`src/rtl/l1_mem_arbiter.sv`:
```
`default_nettype none
// l1_mem_arbiter: one external memory port shared by L1 I-cache and D-cache misses.
// D has fixed priority; I is forced through after STARVE_LIMIT consecutive lost contests.
module l1_mem_arbiter #(
  parameter int STARVE_LIMIT = 4,
  parameter int AW = 32,
  parameter int DW = 32
) (
  input  logic          clk,
  input  logic          resetb,
  input  logic          i_req,
  input  logic [AW-1:0] i_addr,
  output logic [DW-1:0] i_rdata,
  output logic          i_wait,
  input  logic          d_req,
  input  logic          d_write,
  input  logic [AW-1:0] d_addr,
  input  logic [DW-1:0] d_wdata,
  input  logic [3:0]    d_wstrb,
  output logic [DW-1:0] d_rdata,
  output logic          d_wait,
  output logic          mem_req,
  input  logic          mem_gnt,
  output logic          mem_write,
  output logic [AW-1:0] mem_addr,
  output logic [DW-1:0] mem_wdata,
  output logic [3:0]    mem_wstrb,
  input  logic          mem_rvalid,
  input  logic [DW-1:0] mem_rdata,
  output logic          busy
);

  localparam logic [1:0] S_IDLE = 2'd0;
  localparam logic [1:0] S_REQ  = 2'd1;
  localparam logic [1:0] S_RESP = 2'd2;
  localparam logic [1:0] S_DONE = 2'd3;
  localparam logic [3:0] STARVE_LIM = 4'(STARVE_LIMIT);

  logic [1:0]    state_q, state_d;
  logic          owner_i_q, owner_i_d;
  logic [3:0]    starve_q, starve_d;
  logic [AW-1:0] addr_q, addr_d;
  logic          write_q, write_d;
  logic [DW-1:0] wdata_q, wdata_d;
  logic [3:0]    wstrb_q, wstrb_d;
  logic [DW-1:0] irdata_q, irdata_d;
  logic [DW-1:0] drdata_q, drdata_d;
  logic          mem_req_q, mem_req_d;
  logic          i_wait_q, i_wait_d;
  logic          d_wait_q, d_wait_d;
  logic          busy_q, busy_d;

  logic d_wins;
  logic i_wins;

  // I overrides D only once it has lost STARVE_LIMIT contested arbitrations in a row
  assign d_wins = d_req && !(i_req && (starve_q >= STARVE_LIM));
  assign i_wins = i_req && !d_wins;

  always_ff @(posedge clk) begin
    if (!resetb) begin
      state_q <= S_IDLE;
    end else begin
      state_q <= state_d;
    end
  end

  always_comb begin
    state_d = state_q;
    case (state_q)
      S_IDLE:  if (d_wins || i_wins) state_d = S_REQ;
      S_REQ:   if (mem_gnt) state_d = S_RESP;
      S_RESP:  if (mem_rvalid) state_d = S_DONE;
      S_DONE:  state_d = S_IDLE;
      default: state_d = S_IDLE;
    endcase
  end

  // Registered outputs are decoded from the next state so they line up with state_q
  always_comb begin
    mem_req_d = (state_d == S_REQ);
    busy_d    = (state_d != S_IDLE);
    i_wait_d  = !((state_d == S_DONE) && owner_i_d);
    d_wait_d  = !((state_d == S_DONE) && !owner_i_d);
  end

  always_comb begin
    owner_i_d = owner_i_q;
    starve_d  = starve_q;
    addr_d    = addr_q;
    write_d   = write_q;
    wdata_d   = wdata_q;
    wstrb_d   = wstrb_q;
    irdata_d  = irdata_q;
    drdata_d  = drdata_q;
    if (state_q == S_IDLE) begin
      if (d_wins) begin
        owner_i_d = 1'b0;
        addr_d    = d_addr;
        write_d   = d_write;
        wdata_d   = d_wdata;
        wstrb_d   = d_write ? d_wstrb : 4'b0000;
        if (i_req && (starve_q != 4'hF)) starve_d = starve_q + 4'd1;
      end else if (i_wins) begin
        owner_i_d = 1'b1;
        addr_d    = i_addr;
        write_d   = 1'b0;
        wdata_d   = '0;
        wstrb_d   = 4'b0000;
        starve_d  = 4'd0;
      end
    end else if ((state_q == S_RESP) && mem_rvalid) begin
      if (owner_i_q) irdata_d = mem_rdata;
      else           drdata_d = mem_rdata;
    end
  end

  always_ff @(posedge clk) begin
    if (!resetb) begin
      owner_i_q <= 1'b0;
      starve_q  <= 4'd0;
      addr_q    <= '0;
      write_q   <= 1'b0;
      wdata_q   <= '0;
      wstrb_q   <= 4'b0000;
      irdata_q  <= '0;
      drdata_q  <= '0;
      mem_req_q <= 1'b0;
      i_wait_q  <= 1'b1;
      d_wait_q  <= 1'b1;
      busy_q    <= 1'b0;
    end else begin
      owner_i_q <= owner_i_d;
      starve_q  <= starve_d;
      addr_q    <= addr_d;
      write_q   <= write_d;
      wdata_q   <= wdata_d;
      wstrb_q   <= wstrb_d;
      irdata_q  <= irdata_d;
      drdata_q  <= drdata_d;
      mem_req_q <= mem_req_d;
      i_wait_q  <= i_wait_d;
      d_wait_q  <= d_wait_d;
      busy_q    <= busy_d;
    end
  end

  assign mem_req   = mem_req_q;
  assign mem_write = write_q;
  assign mem_addr  = addr_q;
  assign mem_wdata = wdata_q;
  assign mem_wstrb = wstrb_q;
  assign i_rdata   = irdata_q;
  assign d_rdata   = drdata_q;
  assign i_wait    = i_wait_q;
  assign d_wait    = d_wait_q;
  assign busy      = busy_q;

endmodule
`default_nettype wire

```
`config.mk`:
```
export PLATFORM = sky130hd
export DESIGN_NAME = l1_mem_arbiter
export DESIGN_NICKNAME = d
export VERILOG_FILES = /design/src/rtl/l1_mem_arbiter.sv
export SDC_FILE = /design/constraint.sdc
export NUM_CORES = 1
export LEC_CHECK = 0
export CELL_PAD_IN_SITES_DETAIL_PLACEMENT = 1
export CELL_PAD_IN_SITES_GLOBAL_PLACEMENT = 1
export CORE_AREA = 2 2 148 136
export DETAILED_ROUTE_END_ITERATION = 10
export DIE_AREA = 0 0 150 138
export PLACE_DENSITY_LB_ADDON = 0.1
export SETUP_SLACK_MARGIN = 0.02
export SLEW_MARGIN = 20
export SYNTH_ARGS = -nofsm -noshare
export SYNTH_HDL_FRONTEND = slang
export SYNTH_SLANG_ARGS = --single-unit
export TNS_END_PERCENT = 30
```
`constraint.sdc`:
```
create_clock -name clk -period 2.52 [get_ports clk]
set_input_delay 0.378 -clock clk [delete_from_list [all_inputs] [get_ports clk]]
set_output_delay 0.378 -clock clk [all_outputs]
set_load 0.01 [all_outputs]
```
Word level (Yosys, flattened, before mapping) --
Index checks and enable logic that the tools add are counted.
Operators by class: add/sub/neg operators 1, magnitude comparators 1, equal/unequal tests 7, muxes and demuxes 18, bitwise logic cells 2, reduce and logical (&&, ||, !) cells 20
Operators by type and width (count):
- $mux W32 | 4
- $mux W4 | 5
- $reduce_and A3 Y1 | 3
- $pmux W2 S4 | 1
- $logic_and A1 B1 Y1 | 7
- $eq A2 B2 Y1 const B | 3
- $mux W2 | 3
- $logic_not A1 Y1 | 5
- $mux W1 | 5
- $add A4 B1 Y4 const B | 1
- $eq A2 B1 Y1 const B | 2
- $ge A4 B3 Y1 const B | 1
- $ne A4 B4 Y1 const B | 1
- $reduce_bool A2 Y1 | 2
- $logic_not A2 Y1 | 1
- $ne A2 B1 Y1 const B | 1
- $not A1 Y1 | 2
- $reduce_and A2 Y1 | 1
- $logic_or A1 B1 Y1 | 1
Storage, ports and cells: bits in registers 144, bits of input ports 139, output and inout port bits 137, word-level logic and storage cells 62

Logic depth before layout (Yosys ltp) --
depth in word-level cells 12, mapped depth 6

Worst setup path after synthesis --
No wires, ideal clock.
kind reg2reg, start reg state_q[0], end reg addr_q[10] (netlist: mem_addr[10]), arrival time 1.357 ns, data required time 2.398 ns, setup slack 1.042 ns, cell stages (with the launch flop) 6, path buffers 2, cells stage by stage dfxtp_1 or2_1 or2_1 buf_6 buf_6 o311a_1
Between the ends: longest elaborated chain between the ends 2
Ends and longest elaborated chain:
- start, declared | RTL line 39 | logic [1:0] state_q, state_d;
- start signal, assigned | RTL line 64 | state_q <= state_d;
- $logic_not A2 Y1 | RTL line 96 | if (state_q == S_IDLE) begin
- $reduce_and A2 Y1 (no source line)
- end signal, assigned | RTL line 135 | addr_q <= addr_d;
- end, declared | RTL line 42 | logic [AW-1:0] addr_q, addr_d;
No other way between the ends. A chain may end at the register's enable or synchronous reset.

Worst setup path in the final report --
start reg state_q[0], end reg addr_q[31] (netlist: mem_addr[31])
The elaborated chain is that of the path after synthesis.

==> out/qor.yml <==
status: "completed"
post_synth_top_area_cell: "sky130_fd_sc_hd__dfxtp_1"
layout.cell_area.non_filler_um2: 9410
synth.net_count: 830
cts.root.buffer_cell: "sky130_fd_sc_hd__clkbuf_16"
drc: 0
totalPowerFinal_mw: 6.26
post_cts_resized: 0
cp.buffers_inverters: 1
wl_per_cell_um: 17.9
grt_overflow_total: 0
seqPwrFrac: 0.396
crit_fanout: 66
netlist.area_leader.share: 0.493
power.combinational.fraction: 0.162
route.final.wire_length_um: 21400
final_min_period_over_clock_period: 0.752
part_of_the_yosys_area_used_for_sequential_elements: 0.493
final-instance-count-excl-fill: 1197
timing.hold.worst.class: "in -> reg"
synthFlopType: "sky130_fd_sc_hd__dfxtp_1"
finalWorstPathRequiredPeriod_ps: 1900
placeableCoreArea_um2: 19400
post_synthesis_area_per_instance_um2: 8.48
dpl-instance-area_um2: 8760
grt_pass1_vias: 6672
drive_gt1_frac: 0.0594
cpMaxStageDelayCell: "sky130_fd_sc_hd__dfxtp_1"
critPathArrivalTime_ps: 2210
netlist-cell-type-count: 36
final-hold-violation-count: 0
seq_area_um2: 2880
grt_pass1_wl_um: 34300
power.share.clock: 0.442
number_of_antenna_violations_at_the_first_check_in_global_routing: 2
routability_driven_placement_congestion_ratio: 0.798
clkSlewWorstSetupHoldPaths_ps: 70
setup.worst_path.class: "reg -> reg"
slew_headroom: 0.537
startpoint_type: "register"
cts_sinks: 144
synthMostInstantiatedCell: "sky130_fd_sc_hd__dfxtp_1"
buffer_ports.inserted: 275
maxSlewViolCount: 0
cts_tree: "built"
postSynthCellCount: 690
grt_setup_unrepaired: "false"
via_count: 6071
worst_skew_pair.late_latency_ps: 430
synthTopCellsByArea: "sky130_fd_sc_hd__dfxtp_1 49%, sky130_fd_sc_hd__nand2_1 9.0%, sky130_fd_sc_hd__a21oi_1 8.5%"
area_of_the_die_um2: 20700
dr.first_iter.drc_count: 167
cp.required_ps: 2830
antenna_cells_inserted: 0
crit_path_cell_trace: "or2_2, buf_4, o21bai_1, o311a_1"
cp_top_family: "flip-flops"
worst_setup_path_end_kind: "register"
synth_enable_flop_cells: 0
postCtsSetupRepairBufs: 0
cts_max_level: 4
cp_slowest_stage_delay_ps: 640
maxCapViolCount: 0
p_sw_mw: 1.58
synth.cells.most_frequent: "144 x sky130_fd_sc_hd__dfxtp_1, 140 x sky130_fd_sc_hd__nand2_1, 99 x sky130_fd_sc_hd__a21oi_1, 48 x sky130_fd_sc_hd__clkbuf_1, 35 x sky130_fd_sc_hd__nand3_1"
synth.yosys.warnings: 0
power-per-cell-area_nw_per_um2: 665
boundary_pin_count: 276
floorplan.die.height_um: 138
die_width_um: 150
cts_buf_count: 17
final-setup-viol-count: 0
initial_standard_cell_utilization_of_the_core: 0.302
multiInputGateArea_um2: 2680
floorplan.rows: 49
post_cts_hold_buffers: 0
dr.pass1.iters: 4
grt.total_usage: 0.208
max_freq_mhz: 527
worst_slew_pin_slew_ps: 694
max-clock-path-buffers: 2
fin_worst_hold_slack_ps: 363
numPlacedInstances: 1165
area.growth.synth_to_final_pct: 60.8
total_internal_power_mw: 4.68
hpwl_um: 14900
drt-vias-per-instance: 5.07
synthesis.area_um2: 5850
antenna_violating_nets_left: 0
clock_skew_after_layout_ps: 13.3
p_sw_frac: 0.253
async_flop_share: 0
totalNegativeSetupSlack_ps: 0
grt_max_degree: 67
yosys_register_bits: 144
ir_worst_vdd_mv: 0.442
p_leak_nw: 3.42
fill_cells: 2243
design.final.nets: 1069
power by group through the flow:
| stage | Clock [mW] | Combinational (mW) | Sequential, mW |
|---|---|---|---|
| after floorplan | 0 | 0.408 | 2.56 |
| after global placement | 0 | 0.988 | 2.52 |
| after detailed placement | 0 | 1.02 | 2.53 |
| after CTS | 2.85 | 1.02 | 2.48 |
| after global routing | 2.96 | 1.10 | 2.49 |
| final | 2.77 | 1.01 | 2.48 |
metrics by stage:
stage | setup WS [ps] | util
after floorplan | 1040 | -
after global routing | 427 | 0.486
after CTS | 600 | 0.486
after detailed placement | 316 | 0.452
final | 624 | 0.486
after global placement | 444 | 0.452
registers in the layout, indices dropped and copies added, names as in the netlist, 2 cells and up:
signal,flops
starve_q,4
mem_wstrb,4
i_rdata,32
state_q,2
d_rdata,32
mem_addr,32
mem_wdata,32
worst register-to-register path, cell delays in order, from the launching register on:
cell                       delay, ps
sky130_fd_sc_hd__dfxtp_1         640
sky130_fd_sc_hd__or2_2           210
sky130_fd_sc_hd__buf_4           520
sky130_fd_sc_hd__o21bai_1        250
sky130_fd_sc_hd__o311a_1         160
cell type report:
cell class              count  share of cell area
clock buffers              19              0.0471
repair buffers            291               0.306
multi-input cells         474               0.285
clock inverters            13              0.0213
flip-flops and latches    144               0.306
inverters                   1            0.000532
well taps                 255              0.0339
final timing paths:
check / start / endpoint / slack, ps / depth (start not counted)
setup / recovery: state_q[0] / mem_addr[31] / 620 / 4
hold / removal: resetb / mem_wdata[6] / 360 / 3
setup reg to reg: state_q[0] / mem_addr[31] / 620 / 4
hold reg to reg: i_rdata[31] / i_rdata[31] / 450 / 2
layer usage:
layer  share of wire  vias up  GRT usage
met4           0.016        4     0.0591
met5          0.0014        -          0
met2            0.48      182      0.354
li1                -     2913          -
met1            0.41     2944      0.240
met3           0.086       28     0.0861
layout by cell type (no fill, tap or decap), drive strengths merged, types with 2 or more instances in the layout:
cell	instances
a211oi	2
nor3	3
clkbuf	19
buf	18
o21a	2
a21oi	99
nor3b	2
nor2b	4
and3	32
o22ai	5
o21bai	32
a21boi	32
inv	5
bufinv	4
or2	2
clkinv	4
clkdlybuf4s50	273
dfxtp	144
o21ai	34
nand3	35
o311a	32
nand2	140
nor2	5
cells by family (layout without fill, tap and decap cells):
family,Yosys count,count (layout),synth area share
compound gates,243,243,0.269
fa+ha+maj,1,1,0.00214
buf+inv,72,324,0.0550
flops,144,144,0.493
simple gates,230,230,0.181
(Power assumes the default switching activity.)
==> variant 1, RTL diff (same flow settings) <==
Change the parameter `AW` from 32 to 64.
--- a/src/rtl/l1_mem_arbiter.sv
+++ b/src/rtl/l1_mem_arbiter.sv
@@ -3,7 +3,7 @@
 // D has fixed priority; I is forced through after STARVE_LIMIT consecutive lost contests.
 module l1_mem_arbiter #(
   parameter int STARVE_LIMIT = 4,
-  parameter int AW = 32,
+  parameter int AW = 64,
   parameter int DW = 32
 ) (
   input  logic          clk,
Ports: changed (resized d_addr, i_addr and mem_addr); port bits go from 276 to 372. The function was not compared with the original's and may differ.
==> variant 1 against the unedited design <==
Maximum frequency rose by 0.91%; final area increased by 29%; sequential cell count up 32; sequential share of layout area down 1.5 points; sequential power grew 24%; clock power down 2%; worst setup slack better by 0.017 ns; count of clock-buffer cells in the layout decreased by 1; wire length up 35%; area after synthesis up 30%; total power rose by 18%; non-clock buffer count rose by 97; largest cell class is now buffers.
==> variant 1: results (changes against the unedited design) <==
- Register fraction of the total cell area: 29.12% (was 30.65%)
- Reg2reg end: mem_addr[46] (was mem_addr[31])
- Syn_area_per_cell: 8.666 sq um (was 8.477 sq um)
- Met3 Use GR: 9.109% (was 8.614%)
- WL/cell: 19.91 um (was 17.90 um)
- Share of layout cells above drive strength 1: 4.921% (was 5.945%)
- Top Metal Used: met4 (was met5)
- Worst rel slew slack: 39.33% (was 53.73%)
- Slowest stage delay, CP: 0.47 ns (was 0.64 ns)
- Sequential fraction of the synthesis area: 46.20% (was 49.28%)
- Maximum VDD drop: 455.7 uV (was 441.8 uV)
- Leak pwr: 4.577 nW (was 3.423 nW)
- Delay-heaviest family, CP: simple AND/OR/NAND/NOR gates (was flip-flops)
- # clock sinks: 176 (was 144)
- Met1 wire length: 10.90 mm (was 8.852 mm)
- Clk pwr: 2.71 mW (was 2.77 mW)
- Multi-In Gates: 602 (was 474)
- Flop-to-flop setup slack: 0.64 ns (was 0.62 ns)
- Layout Cells excl Fill: 1,456 (was 1,197)
- Non-clock buffer share: 32.72% (was 30.57%)
- Diode count: 2 (was 0)
- Met2 wire length: 14.73 mm (was 10.36 mm)
- Synth unique cells: 38 (was 36)
- Final-layout clock-cell area share: 5.005% (was 6.837%)
- Pint: 5.311 mW (was 4.677 mW)
- GRT Resource Usage Total: 27.32% (was 20.84%)
- Nets: 1,390 (was 1,069)
- GP Congestion: 0.8037 (was 0.7977)
- Status: complete, no violations (unchanged)
- Grt met1 use: 29.32% (was 24.02%)
- Comb power frac: 21.3% (was 16.2%)
- Signal buffers: 388 (was 291)
- Power Combinational: 1.57 mW (was 1.01 mW)
- Total number of vias: 7,978 (was 6,071)
- CP max FO: 64 (was 66)
- Clk_skew: 0.01278 ns (was 0.01331 ns)
- CLK BUF: 18 (was 19)
- Synth top cells by count: dfxtp_1, nand2_1, a21oi_1 (unchanged)
- Iter 0 DRT Violations: 373 (was 167)
- Detail Placement HPWL: 19.33 mm (was 14.91 mm)
[variant 1: stage by stage]
| stage | worst slack (ns) | cell area, sq um | utilization [%] |
|---|---|---|---|
| detailed placement | 0.3263 | 11490 | 59.31 |
| CTS | 0.6514 | 12100 | 62.43 |
| global route | 0.5829 | 12100 | 62.46 |
| global placement | 0.3425 | 11490 | 59.31 |
| floorplan | 0.9359 | 7626 | - |
| finish | 0.6413 | 12100 | 62.46 |
[variant 1: cell families (layout without fill, tap and decap cells)]
family,count (synthesis),count (layout),synth area share [%]
AOI/OAI and AO/OA,339,339,31.11
and+or+nand+nor,262,262,16.52
DFF,176,176,46.20
buffers and inverters,102,421,6.005
adders and majority gates,1,1,0.1640
other,0,2,0
[variant 1: worst reg2reg max path: stages (launching register included)]
cell     delay, ns
dfxtp_1       0.47
or2_4         0.35
or2_2         0.31
buf_12        0.20
o311a_1       0.45
==> variant 2, RTL diff (config.mk and constraints unchanged) <==
Made on the original files. Take the reset off `irdata_q` and load it in a clocked block of its own.
--- a/src/rtl/l1_mem_arbiter.sv
+++ b/src/rtl/l1_mem_arbiter.sv
@@ -123,7 +123,6 @@
       write_q   <= 1'b0;
       wdata_q   <= '0;
       wstrb_q   <= 4'b0000;
-      irdata_q  <= '0;
       drdata_q  <= '0;
       mem_req_q <= 1'b0;
       i_wait_q  <= 1'b1;
@@ -136,13 +135,16 @@
       write_q   <= write_d;
       wdata_q   <= wdata_d;
       wstrb_q   <= wstrb_d;
-      irdata_q  <= irdata_d;
       drdata_q  <= drdata_d;
       mem_req_q <= mem_req_d;
       i_wait_q  <= i_wait_d;
       d_wait_q  <= d_wait_d;
       busy_q    <= busy_d;
     end
+  end
+
+  always_ff @(posedge clk) begin
+    irdata_q <= irdata_d;
   end
 
   assign mem_req   = mem_req_q;
Formal check against the unedited RTL: differs if resetb is asserted again (counterexample within 4 cycles, from zero or initial values and one cycle with resetb low); with resetb held inactive, the same outputs for 4 cycles.
==> variant 2 against the unedited design <==
Sequential share of layout area rose by 4.0 points; die area did not move; final area fell by 1.6%; wire length fell by 6.7%; worst setup slack got worse by 0.037 ns; clock power fell by 12%; largest power group is now sequential cells; sequential cell count did not move; total power fell by 4.1%; area after synthesis fell by 2.4%; sequential power rose by 3%; largest cell class unchanged; worst hold slack got worse by 0.0024 ns; maximum frequency fell by 1.9%.
==> variant 2: results (changes against the unedited design) <==
- Status: complete, no violations (unchanged)
- Iter 0 DRT Violations: 177 (was 167)
- Met1 wire length: 8.544 mm (was 8.852 mm)
- Sequential fraction of the synthesis area: 56.09% (was 49.28%)
- Syn_area_per_cell: 9.812 sq um (was 8.477 sq um)
- Slew of the pin with the lowest slew margin: 0.7382 ns (was 0.6940 ns)
- Flop-to-flop setup slack: 0.59 ns (was 0.62 ns)
- Finished Cell Area: 9254 sq um (was 9407 sq um)
- FF/Latch Area: 3203 sq um (was 2883 sq um)
- Clk_skew: 0.009182 ns (was 0.01331 ns)
- Leak pwr: 3.376 nW (was 3.423 nW)
- Pin count of the biggest net entering global routing: 67 (unchanged)
- Placed Cells: 1,068 (was 1,165)
- Clock network fraction of total power: 40.6% (was 44.2%)
- Vias in the first global route: 5,809 (was 6,672)
- Multiplexer area fraction after synthesis: 0% (unchanged)
- Multi-In Gates: 377 (was 474)
- Nets: 972 (was 1,069)
- Total number of vias: 5,495 (was 6,071)
- WHS Endpoint: starve_q[2] (was mem_wdata[6])
- Met2 wire length: 9.512 mm (was 10.36 mm)
- Detail Placement HPWL: 13.68 mm (was 14.91 mm)
- Number of synthesized flops with an enable pin: 32 (was 0)
- Complex-gate fraction of the synthesized area: 24.78% (was 26.93%)
- CP max FO: 58 (was 66)
- Share of layout cells above drive strength 1: 6.627% (was 5.945%)
- Reg2reg end: mem_addr[2] (was mem_addr[31])
- First-pass GRT wire length: 31.55 mm (was 34.26 mm)
- Initial antenna violation count: 1 (was 2)
- Critical path arrival: 2.23 ns (was 2.21 ns)
- Synth Net Count: 722 (was 830)
- Non-clock buffer share: 31.21% (was 30.57%)
- Layout fillers: 2,130 (was 2,243)
- GP Congestion: 0.7491 (was 0.7977)
- Hold WS: 0.3608 ns (was 0.3632 ns)
- Pre-CTS setup slack: 0.1993 ns (was 0.3159 ns)
- WL final: 19.98 mm (was 21.43 mm)
- Placed instance area: 8685 sq um (was 8763 sq um)
- Setup crit start: starve_q[3] (was state_q[0])
- Maximum VDD drop: 437.7 uV (was 441.8 uV)
- Synth area leaders: dfxtp_1, edfxtp_1, a21oi_1 (was dfxtp_1, nand2_1, a21oi_1)
- WL/cell: 18.17 um (was 17.90 um)
- CLK BUF: 18 (was 19)
- GRT Resource Usage Total: 19.24% (was 20.84%)
- Final-layout clock-cell area share: 6.152% (was 6.837%)
- Area of the multi-input gates: 2271 sq um (was 2681 sq um)
- Worst Setup Path Type: reg -> reg (unchanged)
- Synth Instances: 582 (was 690)
- Synth Area in Adders: 0.2191% (was 0.2139%)
[variant 2: cell types whose count changed after synthesis, moves of 2 or more]
cell | before | now
buf_1 | 2 | 4
dfxtp_1 | 144 | 112
clkbuf_1 | 48 | 46
a21oi_1 | 99 | 67
buf_2 | 17 | 5
edfxtp_1 | 0 | 32
nand2_1 | 140 | 76
[variant 2: worst max-delay path, stage by stage (launching register included)]
cell and delay [ns]:
dfxtp_1 0.35, o21ai_4 0.62, buf_12 0.33, a21boi_0 0.14
o311a_1 0.37
[variant 2: kinds of logic after synthesis]
group,after synthesis
and+or+nand+nor,165
adders and majority gates,1
buffers and inverters,61
AOI/OAI and AO/OA,211
DFF,144
[variant 2: per-layer routing]
layer / vias up / global-route usage (%)
met1: 2672 / 22.87
met3: 28 / 6.766
met4: 2 / 5.859
li1: 2615 / -
met2: 178 / 32.54
met5: - / 0
